### config.mk
export PLATFORM = sky130hd
export DESIGN_NAME = up_counter_valid
export DESIGN_NICKNAME = d
export VERILOG_FILES = /design/src/rtl/up_counter_pkg.sv /design/src/rtl/up_counter_next.sv /design/src/rtl/up_counter_valid.sv
export SDC_FILE = /design/constraint.sdc
export NUM_CORES = 1
export LEC_CHECK = 0
export CAP_MARGIN = 20
export CORE_MARGIN = 5
export CORE_UTILIZATION = 33
export DETAILED_ROUTE_END_ITERATION = 6
export HOLD_SLACK_MARGIN = 0.12
export PLACE_DENSITY_LB_ADDON = 0.05
export SYNTH_ARGS = -nofsm -noshare
export SYNTH_HDL_FRONTEND = slang
export SYNTH_HIERARCHICAL = 1
export SYNTH_SLANG_ARGS = --single-unit
export TNS_END_PERCENT = 100
### constraint.sdc
create_clock -name clk -period 1.9 [get_ports clk]
set_clock_uncertainty 0.1 [all_clocks]
set_input_delay 0.285 -clock clk [delete_from_list [all_inputs] [get_ports clk]]
set_output_delay 0.285 -clock clk [all_outputs]
set_load 0.05 [all_outputs]
### src/rtl/up_counter_pkg.sv
// Shared types and next-count helper for the enable-gated up counter.
// Build option UP_COUNTER_SATURATE_EN is resolved in up_counter_next.
package up_counter_pkg;

  localparam int DEFAULT_WIDTH = 8;

  typedef logic [DEFAULT_WIDTH-1:0] count_t;

  typedef struct packed {
    count_t value;
    logic   changed;
  } next_t;

  // Step from cur toward max; at max either wrap to zero or hold (no change).
  function automatic next_t next_count(input count_t cur, input count_t max, input logic saturate);
    next_t r;
    r.value   = cur;
    r.changed = 1'b0;
    if (cur < max) begin
      r.value   = cur + count_t'(1);
      r.changed = 1'b1;
    end else if (saturate) begin
      r.value   = cur;
      r.changed = 1'b0;
    end else begin
      r.value   = {DEFAULT_WIDTH{1'b0}};
      r.changed = 1'b1;
    end
    return r;
  endfunction

endpackage

### src/rtl/up_counter_next.sv
// Combinational next-count and changed-flag logic (wrap or saturate at max).
// Saturation is selected by defining UP_COUNTER_SATURATE_EN.
module up_counter_next
  import up_counter_pkg::*;
#(
  parameter int WIDTH = DEFAULT_WIDTH
) (
  input  logic [WIDTH-1:0] cur,
  input  logic [WIDTH-1:0] max,
  output logic [WIDTH-1:0] nxt,
  output logic             changed
);

`ifdef UP_COUNTER_SATURATE_EN
  localparam logic SATURATE = 1'b1;
`else
  localparam logic SATURATE = 1'b0;
`endif

  generate
    if (WIDTH == DEFAULT_WIDTH) begin : g_pkg
      next_t nxt_s;

      // Default width reuses the shared helper directly.
      always_comb begin
        nxt_s   = next_count(count_t'(cur), count_t'(max), SATURATE);
        nxt     = nxt_s.value;
        changed = nxt_s.changed;
      end
    end else begin : g_generic
      // Same rule as next_count, sized to WIDTH.
      always_comb begin
        nxt     = cur;
        changed = 1'b0;
        if (cur < max) begin
          nxt     = cur + {{(WIDTH-1){1'b0}}, 1'b1};
          changed = 1'b1;
        end else if (SATURATE) begin
          nxt     = cur;
          changed = 1'b0;
        end else begin
          nxt     = {WIDTH{1'b0}};
          changed = 1'b1;
        end
      end
    end
  endgenerate

endmodule

### src/rtl/up_counter_valid.sv
// Enable-gated up counter with registered count and one-cycle update strobe.
// Define UP_COUNTER_SATURATE_EN to hold at MAX_COUNT instead of wrapping.
module up_counter_valid
  import up_counter_pkg::*;
#(
  parameter int          WIDTH     = DEFAULT_WIDTH,
  parameter int unsigned MAX_COUNT = 2**WIDTH - 1
) (
  input  logic             clk,
  input  logic             rst,
  input  logic             enable,
  output logic [WIDTH-1:0] out,
  output logic             valid1
);

  localparam logic [WIDTH-1:0] MAX_C = WIDTH'(MAX_COUNT);

  logic [WIDTH-1:0] out_r;
  logic             valid1_r;
  logic [WIDTH-1:0] nxt_s;
  logic             changed_s;

  up_counter_next #(
    .WIDTH(WIDTH)
  ) u_next (
    .cur    (out_r),
    .max    (MAX_C),
    .nxt    (nxt_s),
    .changed(changed_s)
  );

  // Count/strobe registers; reset wins, and only a clean 1 on enable advances.
  always_ff @(posedge clk) begin
    if (rst) begin
      out_r    <= {WIDTH{1'b0}};
      valid1_r <= 1'b0;
    end else if (enable == 1'b1) begin
      out_r    <= nxt_s;
      valid1_r <= changed_s;
    end else begin
      out_r    <= out_r;
      valid1_r <= 1'b0;
    end
  end

  assign out    = out_r;
  assign valid1 = valid1_r;

endmodule

Word level (Yosys, flattened, before mapping):

Index checks and enable logic that the tools add are counted.

* input port bits: 3
* register bits: 9
* word-level logic and storage cells: 7

* order comparisons: 1
* reductions and logical operators: 1
* $add $sub $neg: 1
* bitwise operators: 1
* muxes and demuxes: 1

Operators by type and width (count)
* $mux W9: 1
* $add A8 B1 Y8 const B: 1
* $lt A8 B8 Y1 const B: 1
* $reduce_or A2 Y1: 1
* $not A1 Y1: 1

Logic depth before layout (Yosys ltp):

* word-level depth: 2
* mapped depth: 7
* gate-level depth less buffers: 7

Hierarchy:

The synthesis kept the hierarchy.

By module, submodules not included
* up_counter_next: area each 364.1 um^2, instances 1, cells each 52, seq. area each 0.0 um^2
* up_counter_valid: area each 320.3 um^2, instances 1, cells each 29, seq. area each 180.2 um^2

Least setup slack after synthesis:

Ideal clock, no wire load.

* path type: register to register
* start point: register out_r[0], in the netlist out[0]
* end point: register out_r[6], in the netlist out[6]
* path slack: -0.110 ns
* cell stages (with the launch flop): 7
* data arrival time: 1.844 ns
* path buffers: 0
* clock period less this slack: 2.010 ns
* path through: dfxtp_1 -> ha_1 -> nand2_1 -> or3_1 -> a221oi_1 -> mux2i_1 -> nor2_1

* longest elaborated chain between the ends: 2
* elaborated cells between the ends (all ways): 3
* those cells by class: add/sub (1); order compare (1); mux (1)

Ends and longest elaborated chain
* start, declared: line up_counter_valid.sv:18 `logic [WIDTH-1:0] out_r;`
* start signal, assigned: line up_counter_valid.sv:35 `out_r <= {WIDTH{1'b0}};`
* start signal, assigned: line up_counter_valid.sv:38 `out_r <= nxt_s;`
* start signal, assigned: line up_counter_valid.sv:41 `out_r <= out_r;`
* $add A8 B1 Y8 / $lt A8 B8 Y1 (equally long branches): line up_counter_pkg.sv:20, up_counter_pkg.sv:19
* $mux W9 *: line up_counter_pkg.sv:19 `if (cur < max) begin`
* net nxt_s[6]: line up_counter_valid.sv:20 `logic [WIDTH-1:0] nxt_s;`

Mark *: on every way through the listed nets, which the timed path passes. The rest lies on a longest branch.
A chain may end at the register's enable or synchronous reset.

Worst setup path in the final report:

* start point: register valid1_r, in the netlist valid1
* end point: output port valid1

RTL lines
* start, declared: line up_counter_valid.sv:19 `logic valid1_r;`
* start signal, assigned: line up_counter_valid.sv:39 `valid1_r <= changed_s;`
* end, declared: line up_counter_valid.sv:13 `output logic valid1`

No word-level cell between the ends.

==> results.toml <==
[logic_synthesis]
avgSynthCellArea_um2 = 8.449
synth.top_cells.by_count = "dfxtp_1, nor2_1, ha_1, inv_1, mux2i_1"
async_flop_share = 0
synth_cell_types = 25
ys_warn_count = 6
ys_seq_area_frac = 0.2633
ys_ff_latch = 9
syn_area_um2 = 684.4
yosys-top-cells-area = "dfxtp_1, ha_1, mux2i_1"
synth_cells = 81
synth-main-ff-cell = "dfxtp_1"
synthDominantCellAreaShare = 0.2633
synth-edff-count = 0
synth_top_area_cell = "dfxtp_1"

[routing]
postRouteWirelength_um = 1444
via_per_inst = 4.669
drt_pass1_iterations = 4
routedWlPerCell_um = 11.11
ant_nets = 0
drc = 0
dr_total_vias = 607
drt_iter0_drc = 4

[place]
place_area_um2 = 838.3
dp_slack_ns = 0.1762
io_buffers = 11
dp.final_hpwl_um = 1118
gp_congestion = 0.7257

[clock_network]
root_buffer = "clkbuf_4"
cts_buffers = 3
cts_setup_buffers = 0
htreeDepth = 1
clock_latency_ns = 0.26
cts_max_path_buffers = 2
clk_transition_reported_paths_ns = 0.06
cts.sinks = 9
cts_tree = "done"

[grt]
antenna_found_initial = 0
grt_pass1_wl_um = 2442
grt_max_degree = 10
groute.usage.overall = 0.09928
gr-total-overflow = 0
grt_pass1_vias = 535

[worst_setup_path]
critPathMaxFanout = 1
regToRegSetupSlack_ns = 0.20
critPathMaxStageDelay_ns = 0.79
cpMaxStageDelayCell = "clkdlybuf4s50_1"
worstReg2RegEnd = "out[6]"
worstPathCellList = "clkdlybuf4s50_1"
cp_data_arrival_time_ns = 1.36
cp-end-kind = "output pin"
cp.required_ns = 1.51
startpoint_type = "flip-flop"
r2r_start = "out[0]"
critPathKind = "reg -> out"
critical_path_buf_inv_count = 1
reg2reg_depth = 6
crit_family = "buffers and inverters"

[sta]
final-setup-viol-count = 0
relSlewSlack = 0.5764
hold_ws_ns = 0.4660
layout_setup_ws_ns = 0.1574
fmax_ghz = 0.5739
tightestPinTransition_ns = 0.6312
rsz0062_at_grt = "false"
finalMaxSlewViolations = 0
period_share = 0.9171
hold_violations = 0
setup_tns_ns = 0
layout_min_cycle_time_ns = 1.743

[die]
num_rows = 16
die_w_um = 55.54
fp.coreArea_um2 = 1962
dieHeight_um = 55.54
die_area_um2 = 3085
ioPinCount = 12
start_util = 0.3489

[power_and_ir_drop]
p_sw_uw = 130.8
p_per_area_nw_per_um2 = 503.6
worst_ir_drop_vdd_mv = 0.3023
p_sw_frac = 0.2990
cellInternalPower_uw = 306.5
p_comb_frac = 0.189
p_clk_frac = 0.348
seqPwrFrac = 0.463
leakage_uw = 0.0004534
power.total_uw = 437.3

[final_layout]
n_fill_cell = 218
regArea_um2 = 185.2
nets = 115
multi_input_area_um2 = 480.5
areaGrowthSynthToFinish_pct = 26.87
finalInstanceArea_um2 = 868.3
drive_gt1_frac = 0.2233
n_antenna_cell = 0

[worst_hold_path]
holdPathEnd = "out[7]"
hold_depth = 2
min-delay-start = "out[7]"
hp-class = "reg -> reg"

[status]
status = "completed"

[job]
drv_cap = 0
==> placed cells by master (no fill, tap or decap) <==
cell,count
nand3_2,1
dfxtp_1,5
nor2_1,9
a21oi_1,2
clkbuf_4,3
inv_1,8
a221oi_1,2
xnor2_1,1
a211oi_1,6
or3_1,3
o21ai_1,1
nor3_2,1
a221oi_2,1
ha_1,8
nor2b_1,1
conb_1,9
clkbuf_1,1
buf_4,11
dfxtp_2,4
and3b_2,1
nand4_1,1
mux2i_1,8
xor2_1,2
clkdlybuf4s50_1,3
nand2_1,5
o21ai_2,1
nand3_1,2
o21ai_0,3
==> routing by layer <==
layer | track usage | routed length (um) | vias up
met1 | 0.1167 | 666 | 271
li1 | - | - | 321
met4 | 0.02083 | 11 | 0
met3 | 0.04895 | 85 | 2
met5 | 0 | 0 | -
met2 | 0.1622 | 681 | 13
==> worst max path at each step <==
stage / end / depth (start not counted) / startpoint
detailed placement: out[5] / 6 / out[2]
global route: out[1] / 7 / out[5]
finish: valid1 / 1 / valid1
CTS: out[5] / 6 / out[2]
floorplan: out[5] / 6 / out[4]
global placement: out[1] / 6 / out[2]
==> layout make-up <==
cell class | count | area share
Multi-Input combinational cell | 68 | 0.5533
Sequential cell | 9 | 0.2133
Timing Repair Buffer | 14 | 0.1297
Tap cell | 27 | 0.03890
Inverter | 8 | 0.03458
Clock buffer | 4 | 0.03026
==> stage by stage <==
step | instances | util
2_1_floorplan | 88 | -
5_1_grt | 130 | 0.4426
4_1_cts | 130 | 0.4407
3_5_place_dp | 126 | 0.4273
6_report | 130 | 0.4426
3_3_place_gp | 126 | 0.4273
==> what timing repair did <==
action,4_1_cts,5_1_grt
hold buffers,0,0
setup endpoints to repair,0,2
endpoints found under the hold margin,0,0
resized for setup,0,1
==> power by group through the flow <==
stage                     logic, uW  clock network, uW  registers [uW]
after floorplan                46.6                  0             223
after global placement         82.5                  0             207
after detailed placement       81.3                  0             207
after CTS                      81.6                162             203
after global routing           92.0                174             203
final                          82.6                152             202
==> cell families after synthesis <==
family                   synth area share
XOR/XNOR                          0.03840
flip-flops                         0.2633
multiplexers                       0.1170
AND/OR/NAND/NOR                    0.1810
buffers and inverters             0.07861
adder cells (fa/ha/maj)            0.1463
AO/OA/AOI/OAI                      0.1645
other                             0.01097
==> state kept, by name (all words and copies together) (netlist names) <==
name / cells
out: 8
valid1: 1
No activity file was read; power rests on OpenSTA's default activity.
